File: config.mk
export PLATFORM = sky130hd
export DESIGN_NAME = timekeeper_core
export DESIGN_NICKNAME = d
export VERILOG_FILES = /design/src/rtl/timekeeper_core.sv
export SDC_FILE = /design/constraint.sdc
export NUM_CORES = 1
export LEC_CHECK = 0
export ABC_AREA = 1
export CORE_MARGIN = 10
export CORE_UTILIZATION = 43
export CTS_CLUSTER_DIAMETER = 80
export DETAILED_ROUTE_END_ITERATION = 10
export PLACE_DENSITY = 0.82
export REMOVE_ABC_BUFFERS = 1
export SYNTH_ARGS = -nofsm -noshare
export SYNTH_HDL_FRONTEND = slang
export SYNTH_SLANG_ARGS = --single-unit
File: constraint.sdc
create_clock -name clk -period 1.7 [get_ports clk]
set_input_delay 0.51 -clock clk [delete_from_list [all_inputs] [get_ports clk]]
set_output_delay 0.51 -clock clk [all_outputs]
set_load 0.03 [all_outputs]
File: src/rtl/timekeeper_core.sv
// Time-of-day counter: prescaled h/m/s with BCD load, 12h/24h display
// and registered rollover tick pulses.
module timekeeper_core #(
  parameter int TICKS_PER_SEC = 1
) (
  input  logic       clk,
  input  logic       rst,
  input  logic       run_en,
  input  logic       load_en,
  input  logic       mode_12h,
  input  logic [1:0] i_hours_left,
  input  logic [3:0] i_hours_right,
  input  logic [2:0] i_minutes_left,
  input  logic [3:0] i_minutes_right,
  input  logic [2:0] i_seconds_left,
  input  logic [3:0] i_seconds_right,
  output logic [4:0] o_hours,
  output logic [5:0] o_minutes,
  output logic [5:0] o_seconds,
  output logic [4:0] o_hours_disp,
  output logic       o_pm,
  output logic       o_sec_tick,
  output logic       o_min_tick,
  output logic       o_hour_tick,
  output logic       o_day_tick,
  output logic       o_load_err
);

  localparam int PS_W =
    (TICKS_PER_SEC > 1) ? $clog2(TICKS_PER_SEC) : 1;
  localparam logic [PS_W-1:0] PS_MAX =
    PS_W'(TICKS_PER_SEC - 1);

  logic [PS_W-1:0] ps;
  logic [5:0]      ld_h;
  logic [5:0]      ld_m;
  logic [5:0]      ld_s;
  logic            ld_ok;
  logic            adv;
  logic            s_wrap;
  logic            m_wrap;
  logic            h_wrap;

  // ld_m/ld_s may overflow for bad digits; ld_ok rejects those first
  always_comb begin
    ld_h = 6'(i_hours_left) * 6'd10 + 6'(i_hours_right);
    ld_m = 6'(i_minutes_left) * 6'd10 + 6'(i_minutes_right);
    ld_s = 6'(i_seconds_left) * 6'd10 + 6'(i_seconds_right);
    ld_ok = (i_hours_right <= 4'd9) &&
            (i_minutes_right <= 4'd9) &&
            (i_seconds_right <= 4'd9) &&
            (i_minutes_left <= 3'd5) &&
            (i_seconds_left <= 3'd5) &&
            (ld_h <= 6'd23);
  end

  always_comb begin
    adv    = run_en & ~load_en & (ps == PS_MAX);
    s_wrap = adv & (o_seconds == 6'd59);
    m_wrap = s_wrap & (o_minutes == 6'd59);
    h_wrap = m_wrap & (o_hours == 5'd23);
  end

  always_ff @(posedge clk or posedge rst) begin
    if (rst) begin
      ps          <= '0;
      o_hours     <= '0;
      o_minutes   <= '0;
      o_seconds   <= '0;
      o_sec_tick  <= 1'b0;
      o_min_tick  <= 1'b0;
      o_hour_tick <= 1'b0;
      o_day_tick  <= 1'b0;
      o_load_err  <= 1'b0;
    end else begin
      o_sec_tick  <= 1'b0;
      o_min_tick  <= 1'b0;
      o_hour_tick <= 1'b0;
      o_day_tick  <= 1'b0;
      o_load_err  <= 1'b0;
      if (load_en) begin
        if (ld_ok) begin
          ps        <= '0;
          o_hours   <= ld_h[4:0];
          o_minutes <= ld_m;
          o_seconds <= ld_s;
        end else begin
          o_load_err <= 1'b1;
        end
      end else if (run_en) begin
        ps <= adv ? '0 : ps + 1'b1;
        if (adv) begin
          o_sec_tick  <= 1'b1;
          o_min_tick  <= s_wrap;
          o_hour_tick <= m_wrap;
          o_day_tick  <= h_wrap;
          o_seconds   <= s_wrap ? 6'd0 : o_seconds + 6'd1;
          if (s_wrap)
            o_minutes <= m_wrap ? 6'd0 : o_minutes + 6'd1;
          if (m_wrap)
            o_hours <= h_wrap ? 5'd0 : o_hours + 5'd1;
        end
      end
    end
  end

  always_comb begin
    o_hours_disp = o_hours;
    o_pm         = (o_hours >= 5'd12);
    if (mode_12h) begin
      unique case (1'b1)
        (o_hours == 5'd0): o_hours_disp = 5'd12;
        (o_hours > 5'd12): o_hours_disp = o_hours - 5'd12;
        default:           o_hours_disp = o_hours;
      endcase
    end
  end

endmodule

==> summary.txt, run 1 <==
Layout
  – Synth-to-layout area growth: 74.1%
  – Ratio of cells with drive above 1 in the final layout: 44.5%
  – Final instance area: 3620 um2
  – ANT cells: 0
  – Fin nets: 474

Min path
  – Hold crit path type: primary input to asynchronous set/reset pin

Floorplanning
  – Floorplan Core Area: 4690 um2
  – Die W: 89.6 um
  – Io pins: 53
  – Initial Util: 44.3%
  – Die H: 89.6 um
  – Rows: 25
  – Die area: 8020 um2

Global routing
  – Vias in the first global route: 2,518
  – Largest net degree at the start of global routing: 24
  – GRT Overall Usage: 18.4%
  – Total grt overflow: 0
  – First-pass GRT wire length: 11,700 um
  – Initial antenna violation count: 0

Clocking
  – Clk_lat worst skew: 0.27 ns
  – Clock Tree Buf Depth: 2
  – CTS tree: built
  – CTS sink cnt: 23
  – Hold_buf cts: 0
  – Total CTS buffers: 3
  – CTS root buf: clkbuf_8
  – Clock transition at the registers of the reported paths: 0.08 ns
  – H-tree depth: 1

Timing
  – Setup TNS: -3.26 ns
  – Final Setup Violations: 20
  – Slew Limit Fails: 0
  – Slew @ Worst Pin: 0.387 ns
  – Minimum clock period: 2.10 ns
  – Max Freq: 476 MHz
  – Relative slew slack: 74.2%
  – Clk_skew: 0.00233 ns
  – Hold_ws: 0.576 ns
  – Fin. Hold Viols: 0
  – Final worst slack: -0.399 ns
  – Crit share post-route: 123%
  – RSZ-0062 raised after global routing: yes

Drt
  – Drt via density: 5.52
  – Final WL: 8030 um
  – DR WL/cell: 16.8 um
  – DRC Markers: 0
  – DRT iter0 DRCs: 252
  – Vias: 2,646
  – Initial DRT Pass Iterations: 5
  – Detail Route Antenna Nets: 0

Setup path
  – Slowest Stage Delay on Critical Path: 0.41 ns
  – Arrival time worst endpoint: 1.59 ns
  – Worst EP required: 1.19 ns
  – Crit-path max FO: 4
  – Critical path class: flip-flop to output pin
  – Endpoint type of the worst setup path: output pin
  – CP Cell Sequence: buf_6 -> inv_4 -> ha_4 -> nand4_1 -> inv_2 -> a21oi_1 -> o21ai_1 -> buf_4
  – Startpoint Class: flip-flop
  – Worst path slowest cell: dfrtp_1

Yosys
  – Total number of yosys warnings: 0
  – Multiplexer share of the synthesized area: 0%
  – Cells after Synth: 303
  – Simple-gate share of the synthesized area: 38.4%
  – Cell taking the most area after synthesis: dfrtp_1
  – Syn avg cell area: 6.87 um2
  – Synth Area in XOR/XNOR: 3.37%
  – Adder-cell share of the synthesized area: 14.9%
  – Post-synthesis sequential area ratio: 27.7%
  – Synth cell types: 26
  – Yosys reg bits: 23
  – Most frequent cell after synthesis: nand2_1
  – Commonest cells post-synth: nand2_1, nand3_1, inv_1
  – Complex-gate fraction of the synthesized area: 6.92%
  – Primary FF master, synth: dfrtp_1
  – Top cells by area, synth: dfrtp_1, nand2_1, ha_1
  – Share of synthesized registers carrying an async set or reset: 100%
  – Top cell type's share of synthesized area: 27.7%
  – Syn Std Cell Area: 2080 um2
  – Main combinational cell family by area after synthesis: simple AND/OR/NAND/NOR gates
  – Post-synth EDFFs: 0

Run
  – Max_cap viols: 0

Place
  – Pre-CTS WS: -0.918 ns
  – Gpl congestion: 0.921
  – Port Buffers: 52
  – Post-DP HPWL: 4870 um
  – DP Area: 3000 um2

Status
  – Failing checks: negative setup slack
  – Status: complete, but fails checks

Power
  – Worst VDD drop: 429 uV
  – Power per cell area: 860 nW/um2
  – Pwr Total: 3120 uW
  – LEAKAGE: 0.00186 uW
-- cells by family after synthesis --
kind of cell,count (synthesis)
AOI/OAI and AO/OA,28
and+or+nand+nor,177
adders and majority gates,23
buffers and inverters,44
DFF,23
xor gates and xnor gates,8
-- critical path, delay by kind of cell (launching register included) --
family | cells | cell delay, ns
buffers and inverters | 4 | 0.43
flip-flops | 1 | 0.41
AO/OA/AOI/OAI | 2 | 0.24
adder cells (fa/ha/maj) | 1 | 0.14
AND/OR/NAND/NOR | 1 | 0.08
-- per-stage QoR --
step,util (%),cells
2_1_floorplan,-,298
3_3_place_gp,63.8,454
3_5_place_dp,63.8,454
4_1_cts,72.4,470
5_1_grt,77.2,479
6_report,77.2,479
-- repair_timing --
action,4_1_cts,5_1_grt
cloned,1,0
gates resized for setup,146,59
buffers inserted,11,11
pin swaps,41,36
setup endpoints to repair,43,30
-- flip-flops by register name, indices dropped and copies added (netlist names) --
register,flops
o_minutes,6
o_seconds,6
o_day_tick,1
o_hour_tick,1
o_hours,5
o_sec_tick,1
o_min_tick,1
o_load_err,1
ps,1
-- layout by cell type, fill, tap and decap left out, drive strengths merged --
master / instances
dlygate4sd2: 23
clkdlybuf4s50: 4
nor2: 22
o21bai: 1
fa: 3
dfrtp: 23
nand3b: 2
nand3: 45
buf: 89
inv: 39
clkbuf: 10
nand4: 3
o22ai: 1
xnor2: 4
nand2: 103
xor2: 4
ha: 20
or2: 3
o21ai: 14
a21oi: 12
-- metal layers --
metal	share of wire (%)	GRT usage, %
met2	52	35.2
met1	38	20.6
met4	3.0	5.78
met3	6.4	1.82
met5	0	0
-- layout make-up --
type	instances	area [um2]
multi-input combinational	237	1760
fill	298	1070
timing repair buffer	122	1020
sequential	23	577
inverter	39	151
tap	54	67.6
clock buffer	4	45.0
-- report_power, final --
| part | switching (uW) | internal, uW |
|---|---|---|
| logic | 1140 | 892 |
| clock network | 184 | 168 |
| registers | 85.2 | 643 |
-- worst paths after layout --
| check | startpoint | end | slack [ns] | depth (start not counted) |
|---|---|---|---|---|
| max reg2reg | o_hours[3] | o_hours[4] | -0.27 | 13 |
| min | rst | o_seconds[2] | 0.58 | 3 |
| min reg2reg | ps | ps | 0.58 | 2 |
| max | o_hours[3] | o_hours_disp[3] | -0.40 | 8 |
| min in group clk | ps | ps | 0.58 | 2 |
| max in group asynchronous | rst | o_seconds[0] | 0.87 | 3 |
No activity file was read; power rests on OpenSTA's default activity.
==> run 2: changes to the inputs <==
--- a/config.mk
+++ b/config.mk
@@ -13,4 +13,5 @@
 export PLACE_DENSITY = 0.82
 export REMOVE_ABC_BUFFERS = 1
+export SLEW_MARGIN = 20
 export SYNTH_ARGS = -nofsm -noshare
 export SYNTH_HDL_FRONTEND = slang
==> constraint.sdc (replaced) <==
create_clock -name clk -period 1.7 [get_ports clk]
set_input_delay 0.51 -clock clk [delete_from_list [all_inputs] [get_ports clk]]
set_output_delay 0.51 -clock clk [all_outputs]
set_load 0.02 [all_outputs]
==> run 2 against run 1 <==
Against the previous run: the flow still finishes with violations (negative setup slack); sequential power up 1%; clock power up 1%; sequential share of layout area down 0.073 points; worst setup slack better by 0.041 ns; largest power group unchanged; die area unchanged; flip-flop and latch count unchanged; power down 4.8%; critical path depth unchanged.
==> summary.txt, run 2 (synthesis gave the netlist of run 1 again) <==
Clocking
  – Clock transition at the registers of the reported paths: 0.09 ns (was 0.08 ns)
  – CTS tree: built (unchanged)
  – CTS root buf: clkbuf_8 (unchanged)
  – Hold_buf cts: 0 (unchanged)
  – Total CTS buffers: 3 (unchanged)
  – Clk_lat worst skew: 0.27 ns (about the same)
  – H-tree depth: 1 (unchanged)
  – Clock Tree Buf Depth: 2 (unchanged)
  – CTS sink cnt: 23 (unchanged)

Timing
  – Slew Limit Fails: 0 (unchanged)
  – Relative slew slack: 76.7% (was 74.2%)
  – Minimum clock period: 2.06 ns (was 2.10 ns)
  – Hold_ws: 0.575 ns (was 0.576 ns)
  – Crit share post-route: 121% (was 123%)
  – Clk_skew: 0.00452 ns (was 0.00233 ns)
  – Final worst slack: -0.358 ns (was -0.399 ns)
  – Fin. Hold Viols: 0 (unchanged)
  – Max Freq: 486 MHz (was 476 MHz)
  – RSZ-0062 raised after global routing: yes (unchanged)
  – Final Setup Violations: 19 (was 20)
  – Slew @ Worst Pin: 0.350 ns (was 0.387 ns)

Min path
  – Hold crit path type: primary input to asynchronous set/reset pin (unchanged)

Drt
  – Final WL: 7750 um (was 8030 um)
  – Vias: 2,554 (was 2,646)
  – DRC Markers: 0 (unchanged)
  – Initial DRT Pass Iterations: 4 (was 5)
  – DR WL/cell: 16.5 um (was 16.8 um)
  – Drt via density: 5.43 (was 5.52)
  – DRT iter0 DRCs: 272 (was 252)
  – Detail Route Antenna Nets: 0 (unchanged)

Layout
  – Final instance area: 3660 um2 (was 3620 um2)
  – Final core utilization: 77.9% (was 77.2%)
  – Layout Cells excl Fill: 470 (was 479)
  – ANT cells: 0 (unchanged)
  – Biggest regs: o_minutes (6), o_seconds (6), o_hours (5) (unchanged)
  – Synth-to-layout area growth: 75.7% (was 74.1%)
  – Commonest cells after routing, fill and taps aside: nand2_1, buf_4, nand3_1 (unchanged)
  – Ratio of cells with drive above 1 in the final layout: 46.6% (was 44.5%)
  – Commonest non-fill, non-tap cell in the layout: nand2_1 (unchanged)
  – Fin nets: 465 (was 474)

Status
  – Failing checks: negative setup slack (unchanged)
  – Status: complete, but fails checks (unchanged)

Setup path
  – Register-to-register path setup slack: -0.18 ns (was -0.27 ns)
  – FF-to-FF path depth: 11 (was 13)
  – Startpoint Class: flip-flop (unchanged)
  – Worst setup path endpoint: o_hours_disp[3] (unchanged)
  – CP Cell Sequence: buf_6 -> inv_4 -> ha_4 -> nand4_1 -> inv_2 -> a21oi_1 -> o21ai_1 -> buf_4 (unchanged)
  – Arrival time worst endpoint: 1.55 ns (was 1.59 ns)
  – Worst path slowest cell: dfrtp_2 (was dfrtp_1)
  – Launching point of the worst reg2reg path: o_hours[3] (unchanged)
  – Crit-path max FO: 4 (unchanged)
  – Critical path class: flip-flop to output pin (unchanged)
  – Setup crit start: o_hours[2] (was o_hours[3])
  – Worst EP required: 1.19 ns (about the same)
  – Reg-to-Reg End: o_hours[2] (was o_hours[4])
  – Slowest Stage Delay on Critical Path: 0.45 ns (was 0.41 ns)
  – Endpoint type of the worst setup path: output pin (unchanged)

Place
  – Cell count after placement: 453 (was 454)
  – Port Buffers: 52 (unchanged)
  – Gpl congestion: 0.941 (was 0.921)
  – Pre-CTS WS: -0.901 ns (was -0.918 ns)
  – DP Area: 3000 um2 (about the same)
  – Post-DP HPWL: 4740 um (was 4870 um)

Power
  – Worst VDD drop: 429 uV (about the same)
  – LEAKAGE: 0.00183 uW (was 0.00186 uW)
  – Power per cell area: 812 nW/um2 (was 860 nW/um2)

Floorplanning
  – Rows: 25 (unchanged)
  – Die W: 89.6 um (unchanged)
  – Die H: 89.6 um (unchanged)
  – Die area: 8020 um2 (unchanged)
  – Io pins: 53 (unchanged)
  – Floorplan Core Area: 4690 um2 (unchanged)
  – Initial Util: 44.3% (unchanged)

Global routing
  – GRT Overall Usage: 17.2% (was 18.4%)
  – Total grt overflow: 0 (unchanged)
  – First-pass GRT wire length: 11,100 um (was 11,700 um)
  – Initial antenna violation count: 0 (unchanged)
  – Vias in the first global route: 2,429 (was 2,518)
  – Largest net degree at the start of global routing: 24 (unchanged)

Run
  – Max_cap viols: 0 (unchanged)
==> run 2: cell types whose count changed in the layout (fill, tap and decap cells not counted), moves of 3 or more <==
cell,change
buf_6,-3
nand3_1,-4
nand2_2,+5
nand2_1,-7
buf_4,-11
nand3_2,+6
==> run 2: worst min path at each step <==
stage	cells past startpoint	to	from
after CTS	2	o_minutes[1]	o_minutes[1]
after detailed placement	2	o_minutes[1]	o_minutes[1]
final	3	o_minutes[4]	rst
after global placement	2	ps	ps
after floorplan	1	o_sec_tick	ps
after global routing	2	ps	ps
==> run 2: what timing repair did <==
item	CTS	global route
cloned	1	0
gates resized for setup	192	72
endpoints found under the setup margin	47	28
pin swaps	48	46
buffers inserted	11	3
==> run 2: report_power, final <==
part | total (uW) | internal, uW | switching (uW)
logic | 1880 | 854 | 1020
clock network | 356 | 168 | 188
registers | 737 | 645 | 91.6
total | 2970 | 1670 | 1300
==> run 2: final cells by class <==
class | instances | area, um2
sequential | 23 | 579
timing repair buffer | 113 | 966
tap | 54 | 67.6
multi-input combinational | 237 | 1850
fill | 289 | 1040
inverter | 39 | 151
clock buffer | 4 | 45.0
==> run 2: routing by layer <==
layer | up-vias | part of all wire [%] | routed length [um] | global-route usage [%]
li1 | 1202 | - | - | -
met3 | 33 | 6.5 | 501 | 1.73
met5 | - | 0 | 0 | 0
met2 | 124 | 51 | 3980 | 31.7
met1 | 1195 | 38 | 2960 | 19.9
met4 | 0 | 4.0 | 308 | 6.21
==> run 2: worst max-delay path, delay by kind of cell (launching register included) <==
kind            cells  cell delay [ns]
fa+ha+maj           1             0.13
flops               1             0.45
simple gates        1             0.10
compound gates      2             0.12
buf+inv             4             0.48
==> run 2: metrics by stage <==
step / setup TNS, ns / power (uW)
4_1_cts: -1.56 / 2710
6_report: -2.83 / 2970
5_1_grt: -4.11 / 3140
2_1_floorplan: -4.33 / 1460
3_3_place_gp: -18.76 / 2180
3_5_place_dp: -19.90 / 2220
